<file path="src/rtl/pd0_elastic_alu_pipe.sv">
// W-bit ALU feeding an elastic STAGES-deep valid/ready pipeline with bubble collapsing.
// Optional flush port enabled by defining PIPE_FLUSH_EN.
module pd0_elastic_alu_pipe #(
  parameter int W      = 32,
  parameter int STAGES = 3,
  parameter int TAG_W  = 4,
  localparam int OCC_W = $clog2(STAGES + 1)
) (
  input  logic             clk,
  input  logic             reset,
  input  logic             in_valid,
  output logic             in_ready,
  input  logic [1:0]       in_sel,
  input  logic [W-1:0]     in_op1,
  input  logic [W-1:0]     in_op2,
  input  logic [TAG_W-1:0] in_tag,
  output logic             out_valid,
  input  logic             out_ready,
  output logic [W-1:0]     out_res,
  output logic [TAG_W-1:0] out_tag,
  output logic [OCC_W-1:0] occupancy
`ifdef PIPE_FLUSH_EN
  ,
  input  logic             flush
`endif
);

  typedef enum logic [1:0] {
    OP_ADD = 2'b00,
    OP_SUB = 2'b01,
    OP_AND = 2'b10,
    OP_OR  = 2'b11
  } alu_op_e;

  logic [STAGES-1:0] v;
  logic [STAGES-1:0] adv;
  logic [W-1:0]      res_q [STAGES];
  logic [TAG_W-1:0]  tag_q [STAGES];
  logic [W-1:0]      alu_res;
  logic              accept;
  logic              flush_i;

`ifdef PIPE_FLUSH_EN
  assign flush_i = flush;
`else
  assign flush_i = 1'b0;
`endif

  always_comb begin
    alu_res = '0;
    case (alu_op_e'(in_sel))
      OP_ADD: alu_res = in_op1 + in_op2;
      OP_SUB: alu_res = in_op1 - in_op2;
      OP_AND: alu_res = in_op1 & in_op2;
      OP_OR:  alu_res = in_op1 | in_op2;
      default: alu_res = '0;
    endcase
  end

  // Advance chain ripples from the sink back to the input so a full pipe still
  // accepts a beat in the same cycle it emits one.
  always_comb begin
    adv = '0;
    adv[STAGES-1] = out_ready || !v[STAGES-1];
    for (int k = STAGES - 2; k >= 0; k--) begin
      adv[k] = !v[k+1] || adv[k+1];
    end
  end

  assign in_ready  = (!v[0] || adv[0]) && !flush_i;
  assign accept    = in_valid && in_ready;
  assign out_valid = v[STAGES-1];
  assign out_res   = res_q[STAGES-1];
  assign out_tag   = tag_q[STAGES-1];

  always_comb begin
    occupancy = '0;
    for (int k = 0; k < STAGES; k++) begin
      occupancy = occupancy + OCC_W'(v[k]);
    end
  end

  // NOTE: data registers are reset as well as valids so out_res/out_tag read 0
  // after reset; a valid-only reset would leave them undefined.
  always_ff @(posedge clk) begin
    if (reset) begin
      v <= '0;
      for (int k = 0; k < STAGES; k++) begin
        res_q[k] <= '0;
        tag_q[k] <= '0;
      end
    end else if (flush_i) begin
      v <= '0;
    end else begin
      for (int k = STAGES - 1; k >= 1; k--) begin
        if (adv[k]) begin
          v[k]     <= v[k-1];
          res_q[k] <= res_q[k-1];
          tag_q[k] <= tag_q[k-1];
        end
      end
      if (adv[0]) begin
        v[0] <= accept;
        if (accept) begin
          res_q[0] <= alu_res;
          tag_q[0] <= in_tag;
        end
      end
    end
  end

endmodule

</file>
<file path="config.mk">
export PLATFORM = sky130hd
export DESIGN_NAME = pd0_elastic_alu_pipe
export DESIGN_NICKNAME = d
export VERILOG_FILES = /design/src/rtl/pd0_elastic_alu_pipe.sv
export SDC_FILE = /design/constraint.sdc
export NUM_CORES = 1
export LEC_CHECK = 0
export ABC_CLOCK_PERIOD_IN_PS = 11050
export CAP_MARGIN = 10
export CORE_MARGIN = 3
export CORE_UTILIZATION = 30
export CTS_CLUSTER_DIAMETER = 30
export CTS_CLUSTER_SIZE = 14
export DETAILED_ROUTE_END_ITERATION = 6
export PLACE_DENSITY = 0.51
export SYNTH_ARGS = -nofsm -noshare
export SYNTH_HDL_FRONTEND = slang
export SYNTH_SLANG_ARGS = --single-unit
</file>
<file path="constraint.sdc">
create_clock -name clk -period 11.05 [get_ports clk]
set_input_delay 1.105 -clock clk [delete_from_list [all_inputs] [get_ports clk]]
set_output_delay 1.105 -clock clk [all_outputs]
set_load 0.01 [all_outputs]
</file>
==> results of run 1 <==
[critical path: cells and delay by family]
kind	cells	cell delay (ns)
AO/OA/AOI/OAI	7	1.71
XOR/XNOR	1	0.18
adder cells (fa/ha/maj)	1	0.38
buffers and inverters	3	1.20
multiplexers	1	0.37
AND/OR/NAND/NOR	3	0.87
[registers in the layout, indices dropped and copies added, names as in the netlist]
register / cells
res_q: 96
tag_q: 12
v: 3
[worst min-delay path by stage]
stage / start / end / cells past startpoint
after global placement: tag_q[0][1] / tag_q[0][5] / 1
after global routing: res_q[0][28] / res_q[0][60] / 1
final: res_q[0][17] / res_q[0][49] / 1
after CTS: res_q[0][17] / res_q[0][49] / 1
after floorplan: v[0] / v[1] / 2
after detailed placement: res_q[0][41] / res_q[0][73] / 1
[per-stage QoR]
stage / hold WS [ns] / util
finish: 0.508 / 0.367
CTS: 0.511 / 0.367
global route: 0.535 / 0.367
global placement: 0.499 / 0.355
detailed placement: 0.502 / 0.355
floorplan: 0.485 / -
[per-layer routing]
metal,global-route usage,share of wire,vias to the layer above
li1,-,-,2608
met1,0.185,0.50,2344
met2,0.201,0.45,134
met3,0.0156,0.043,13
met4,0.0360,0.013,0
met5,0,0,-
[final cells by class]
cell class | count | area (sq um)
Timing Repair Buffer | 118 | 1160
Sequential cell | 111 | 3300
Clock inverter | 6 | 43.8
Tap cell | 319 | 399
Fill cell | 2412 | 14900
Inverter | 9 | 33.8
Clock buffer | 10 | 229
Multi-Input combinational cell | 507 | 3490
[cells in the mapped netlist (all sizes together), types with 5 or more instances]
cell / number
a211oi: 10
a21o: 16
a21oi: 45
a311oi: 17
and2: 78
buf: 38
clkbuf: 29
edfxtp: 108
ha: 34
inv: 8
maj3: 15
nand2: 47
nand2b: 6
nand3: 13
nor2: 51
nor2b: 6
nor3: 6
o21a: 5
o21ai: 37
or3: 6
xnor2: 32
xor2: 22
[cells by family after synthesis]
| kind of cell | Yosys count | share of synthesized area |
|---|---|---|
| AOI/OAI and AO/OA | 156 | 0.141 |
| xor gates and xnor gates | 54 | 0.0663 |
| adders and majority gates | 51 | 0.0849 |
| buffers and inverters | 76 | 0.0651 |
| DFF | 111 | 0.456 |
| muxes | 5 | 0.00708 |
| and+or+nand+nor | 241 | 0.180 |
[power by group through the flow]
stage | combinational, mW | clock [mW] | sequential (mW)
finish | 0.293 | 0.300 | 0.513
global placement | 0.292 | 0 | 0.523
floorplan | 0.204 | 0 | 0.519
global route | 0.324 | 0.326 | 0.517
detailed placement | 0.292 | 0 | 0.523
CTS | 0.294 | 0.310 | 0.514
==> impl_metrics.csv, run 1 <==
group,metric,value,unit
outcome,status,"finished clean",
clock_tree,clock_sinks,111,
clock_tree,clk_path_buf_depth,2,
global_routing,grt_pass1_wl,26900,um
critical_path,slowest_stage,"nand2_1",
yosys,ys_seq_area_frac,0.456,
clock_tree,postCtsSetupRepairBufs,0,
die,dieWidth,161,um
detailed_routing,vias_per_cell,4.72,
detailed_routing,ant_nets,0,
die,core,23600,sq um
placed_design,dp_hpwl,12500,um
finish,final_common_cell,"clkdlybuf4s50_1",
power,pwr-share-seq,0.464,
power,leakagePower,3.35,nW
power,power,1.11,mW
power,power_frac_comb,0.265,
detailed_routing,drc_errors,0,
clock_tree,cts_htree_levels,3,
yosys,yosysWarnings,0,
yosys,synth_cell_types,67,
detailed_routing,num_vias,5099,
finish,drive_above_1_share,0.0565,
timing,fmax,176,MHz
die,start_util,0.307,
timing,tightest_slew,0.948,ns
global_routing,grt_pass1_vias,4921,
critical_path,crit_path_start_kind,"input port",
detailed_routing,drt_iter0_markers,250,
clock_tree,cts-hold-fix-buffers,0,
die,io_pins,114,
yosys,synth_edf_count,108,
power,power_density,128,nW/um^2
clock_tree,cts-root-buf,"clkbuf_16",
critical_path,required,11.24,ns
timing,rsz0062_at_grt,"false",
timing,fin_crit_sh,0.515,
critical_path,end_kind,"register",
timing,hold_viol,0,
critical_path,worstPathMaxFanout,55,
critical_path,r2r-start,"v[2]",
finish,syn_to_final_growth,19.5,%
clock_tree,cts_tree,"done",
die,die_h,161,um
critical_path,crit_chain,"buf_2, buf_4, clkinv_1, nand2_1, o31ai_1, xor2_1, ha_1, nand3_1, nand2_1, o31ai_1, a21boi_1, a21oi_1, o31ai_2, a211oi_4, mux2_2, o21ai_0",
power,p_int,0.796,mW
yosys,synth_nets,804,
critical_path,path_class,"input port to register",
timing,skew,0.0100,ns
critical_path,critPathLaunch,"in_sel[1]",
global_routing,antenna_found_initial,0,
min_path,hp-class,"register to register",
critical_path,ff2ff_setup_slack,8.81,ns
timing,setup_viol,0,
die,die_area,26100,sq um
clock_tree,cts_resized,0,
finish,antennaDiodeCount,0,
placed_design,place_ws,5.02,ns
clock_tree,clk_pin_slew,0.07,ns
power,ir_worst_vdd,0.0682,mV
timing,tns,0,ns
yosys,synth_top_area_cell,"edfxtp_1",
global_routing,grt_use_total,0.128,
yosys,synth_top_area_frac,0.447,
detailed_routing,postRouteWirelength,16800,um
yosys,synth_area_per_cell,10.4,sq um
placed_design,place_area,8390,sq um
placed_design,place.gp.congestion,0.819,
power,switchingPower,0.309,mW
detailed_routing,dr.pass1.iters,4,
yosys,synth_seq_cells,111,
clock_tree,numCtsBuffers,9,
finish,fin_area,8670,sq um
run,drv_cap,0,
placed_design,placed_cells,1064,
yosys,syn_area,7250,sq um
power,clkPwrFrac,0.271,
critical_path,reg2regPathDepth,4,
timing,slew_viol_final,0,
critical_path,arrival,5.88,ns
critical_path,r2r-end,"res_q[0][17]",
yosys,async_flop_share,0,
finish,layout.cells.non_filler,1080,
placed_design,port_buffers,113,
clock_tree,clock_latency,0.34,ns
yosys,synthTopCellsByArea,"edfxtp_1, and2_1, ha_1",
finish,layout_common_cells,"clkdlybuf4s50_1, edfxtp_1, and2_1",
finish,fin_nets,866,
timing,fin_ws,5.36,ns
critical_path,crit_path_end,"res_q[0][29]",
die,num_rows,56,
timing,slew_headroom,0.368,
global_routing,grt_max_degree,83,
critical_path,cpPeakStageDelay,0.67,ns
yosys,synthFlopType,"edfxtp_1",
detailed_routing,post_drt_wl_per_cell,15.5,um
timing,fin_crit,5.69,ns
global_routing,grt-ovfl-total,0,
yosys,synthCells,694,
power,p_sw_frac,0.280,
Power figures use the tool's default switching activity.
==> run 2: changes to the inputs <==
--- a/config.mk
+++ b/config.mk
@@ -5,14 +5,14 @@
 export SDC_FILE = /design/constraint.sdc
 export NUM_CORES = 1
 export LEC_CHECK = 0
-export ABC_CLOCK_PERIOD_IN_PS = 11050
+export ABC_CLOCK_PERIOD_IN_PS = 4980
 export CAP_MARGIN = 10
 export CORE_MARGIN = 3
 export CORE_UTILIZATION = 30
 export CTS_CLUSTER_DIAMETER = 30
 export CTS_CLUSTER_SIZE = 14
 export DETAILED_ROUTE_END_ITERATION = 6
-export PLACE_DENSITY = 0.51
+export PLACE_DENSITY = 0.52
 export SYNTH_ARGS = -nofsm -noshare
 export SYNTH_HDL_FRONTEND = slang
 export SYNTH_SLANG_ARGS = --single-unit
==> constraint.sdc (replaced) <==
create_clock -name clk -period 4.98 [get_ports clk]
set_input_delay 0.498 -clock clk [delete_from_list [all_inputs] [get_ports clk]]
set_output_delay 0.498 -clock clk [all_outputs]
set_load 0.01 [all_outputs]
==> run 2 against run 1 <==
Against the previous run:
- sequential power grew 120%
- first-iteration DRC count fell by 6.8%
- sequential share of layout area decreased by 0.51 points
- worst hold slack gained 0.0093 ns
- critical path depth is 1 higher
==> impl_metrics.csv, run 2 (synthesis gave the netlist of run 1 again) <==
group,metric,value,unit
outcome,status,"finished clean",
die,dieWidth,161,um
timing,fin_crit_sh,0.915,
clock_tree,clk_pin_slew,0.08,ns
finish,antennaDiodeCount,0,
finish,drive_above_1_share,0.0712,
timing,fmax,219,MHz
power,ir_worst_vdd,0.168,mV
timing,tns,0,ns
die,num_rows,56,
global_routing,antenna_found_initial,0,
timing,slew_viol_final,0,
placed_design,place_ws,0.134,ns
critical_path,arrival,4.62,ns
finish,layout_common_cells,"clkdlybuf4s50_1, edfxtp_1, and2_1",
finish,largest_register_ffs,96,
die,die_area,26100,sq um
power,power,2.54,mW
detailed_routing,drt_iter0_markers,233,
critical_path,crit_path_start_kind,"input port",
timing,skew,0.00820,ns
die,die_h,161,um
finish,fillers,2379,
detailed_routing,drc_errors,0,
critical_path,crit_path_end,"res_q[0][31]",
clock_tree,cts_htree_levels,3,
finish,multi_input_area,3490,sq um
timing,hold_viol,0,
clock_tree,cts-hold-fix-buffers,0,
timing,setup_viol,0,
min_path,hp-class,"register to register",
run,drv_cap,0,
placed_design,place.gp.congestion,0.856,
finish,final_common_cell,"clkdlybuf4s50_1",
finish,reg_top3,"res_q: 96 flops, tag_q: 12 flops, v: 3 flops",
critical_path,r2r-start,"v[2]",
timing,tightest_slew,0.971,ns
clock_tree,clk_path_buf_depth,2,
critical_path,path_class,"input port to register",
placed_design,port_buffers,113,
global_routing,grt_use_total,0.130,
timing,slew_headroom,0.353,
critical_path,critPathLaunch,"in_op2[4]",
critical_path,reg2regPathDepth,4,
placed_design,place_area,8480,sq um
clock_tree,clock_sinks,111,
timing,fin_ws,0.423,ns
clock_tree,cts-root-buf,"clkbuf_16",
critical_path,ff2ff_setup_slack,2.43,ns
clock_tree,cts_resized,0,
clock_tree,postCtsSetupRepairBufs,0,
finish,regMostFlops,"res_q",
placed_design,dp_hpwl,12600,um
clock_tree,numCtsBuffers,9,
critical_path,worstPathMaxFanout,8,
detailed_routing,dr.pass1.iters,5,
die,core,23600,sq um
detailed_routing,post_drt_wl_per_cell,15.5,um
global_routing,grt_pass1_wl,27200,um
timing,fin_crit,4.56,ns
detailed_routing,ant_nets,0,
finish,register_area,3300,sq um
global_routing,grt_pass1_vias,4895,
finish,fin_nets,877,
die,start_util,0.307,
power,leakagePower,3.41,nW
critical_path,required,5.04,ns
timing,rsz0062_at_grt,"false",
critical_path,r2r-end,"res_q[0][7]",
global_routing,grt-ovfl-total,0,
clock_tree,clock_latency,0.34,ns
finish,syn_to_final_growth,21.1,%
critical_path,end_kind,"register",
clock_tree,cts_tree,"done",
power,power_density,289,nW/um^2
global_routing,grt_max_degree,83,
finish,fin_area,8780,sq um
detailed_routing,num_vias,5073,
detailed_routing,postRouteWirelength,16900,um
detailed_routing,vias_per_cell,4.65,
die,io_pins,114,
==> run 2: changes by cell type in the layout (fill, tap and decap cells not counted), sizes merged <==
cell	change
bufinv	+1
clkbuf	-1
buf	+11
clkinvlp	+1
clkinv	-1
==> run 2: worst min-delay path by stage <==
| stage | from | to | slack, ns | cells past startpoint |
|---|---|---|---|---|
| final | res_q[0][45] | res_q[0][77] | 0.52 | 1 |
| after global routing | res_q[0][45] | res_q[0][77] | 0.53 | 1 |
| after CTS | res_q[0][45] | res_q[0][77] | 0.51 | 1 |
| after detailed placement | res_q[0][45] | res_q[0][77] | 0.50 | 1 |
| after global placement | tag_q[0][2] | tag_q[0][6] | 0.50 | 1 |
| after floorplan | v[0] | v[1] | 0.48 | 2 |
==> run 2: critical path, stage by stage <==
cell and delay, ns:
clkdlybuf4s50_1 0.48, nor4_2 0.39, and2_1 0.25, nand3b_1 0.15
nor4_1 0.26, or3b_1 0.40, or3_1 0.36, o31ai_1 0.26
xor2_1 0.11, ha_1 0.43, a21o_1 0.15, nand2_1 0.06
or2b_2 0.17, o21ai_0 0.06, and3b_1 0.18, a311oi_1 0.31
a211oi_2 0.11
==> run 2: through the flow <==
step           hold WS (ns)  utilization  cells
3_5_place_dp          0.501        0.359   1075
3_3_place_gp          0.500        0.359   1075
5_1_grt               0.533        0.372   1091
6_report              0.517        0.372   1091
4_1_cts               0.515        0.372   1091
2_1_floorplan         0.485            -    694
==> run 2: where the power goes <==
group          internal, mW  switching [mW]  leakage, nW  total (mW)
Clock                 0.398           0.346        0.145       0.744
Sequential             1.12          0.0178         1.27        1.14
Combinational         0.315           0.342         1.99       0.656
==> run 2: per-layer routing <==
metal | wire [um] | GRT usage | up-vias
met3 | 900 | 0.0246 | 9
li1 | - | - | 2623
met4 | 167 | 0.0332 | 0
met2 | 7580 | 0.202 | 128
met1 | 8290 | 0.188 | 2313
met5 | 0 | 0 | -
==> run 2: layout make-up <==
type,instances,area share
Clock buffer,9,0.0256
Clock inverter,7,0.00926
Inverter,9,0.00385
Multi-Input combinational cell,507,0.398
Sequential cell,111,0.376
Tap cell,319,0.0454
Timing Repair Buffer,129,0.142
==> run 3: changes to the inputs <==
--- a/config.mk
+++ b/config.mk
@@ -9,7 +9,6 @@
 export CAP_MARGIN = 10
 export CORE_MARGIN = 3
 export CORE_UTILIZATION = 30
-export CTS_CLUSTER_DIAMETER = 30
 export CTS_CLUSTER_SIZE = 14
 export DETAILED_ROUTE_END_ITERATION = 6
 export PLACE_DENSITY = 0.52
==> results of run 3 <==
Same layout as run 2: the final DEF is identical, and so are final timing and power.
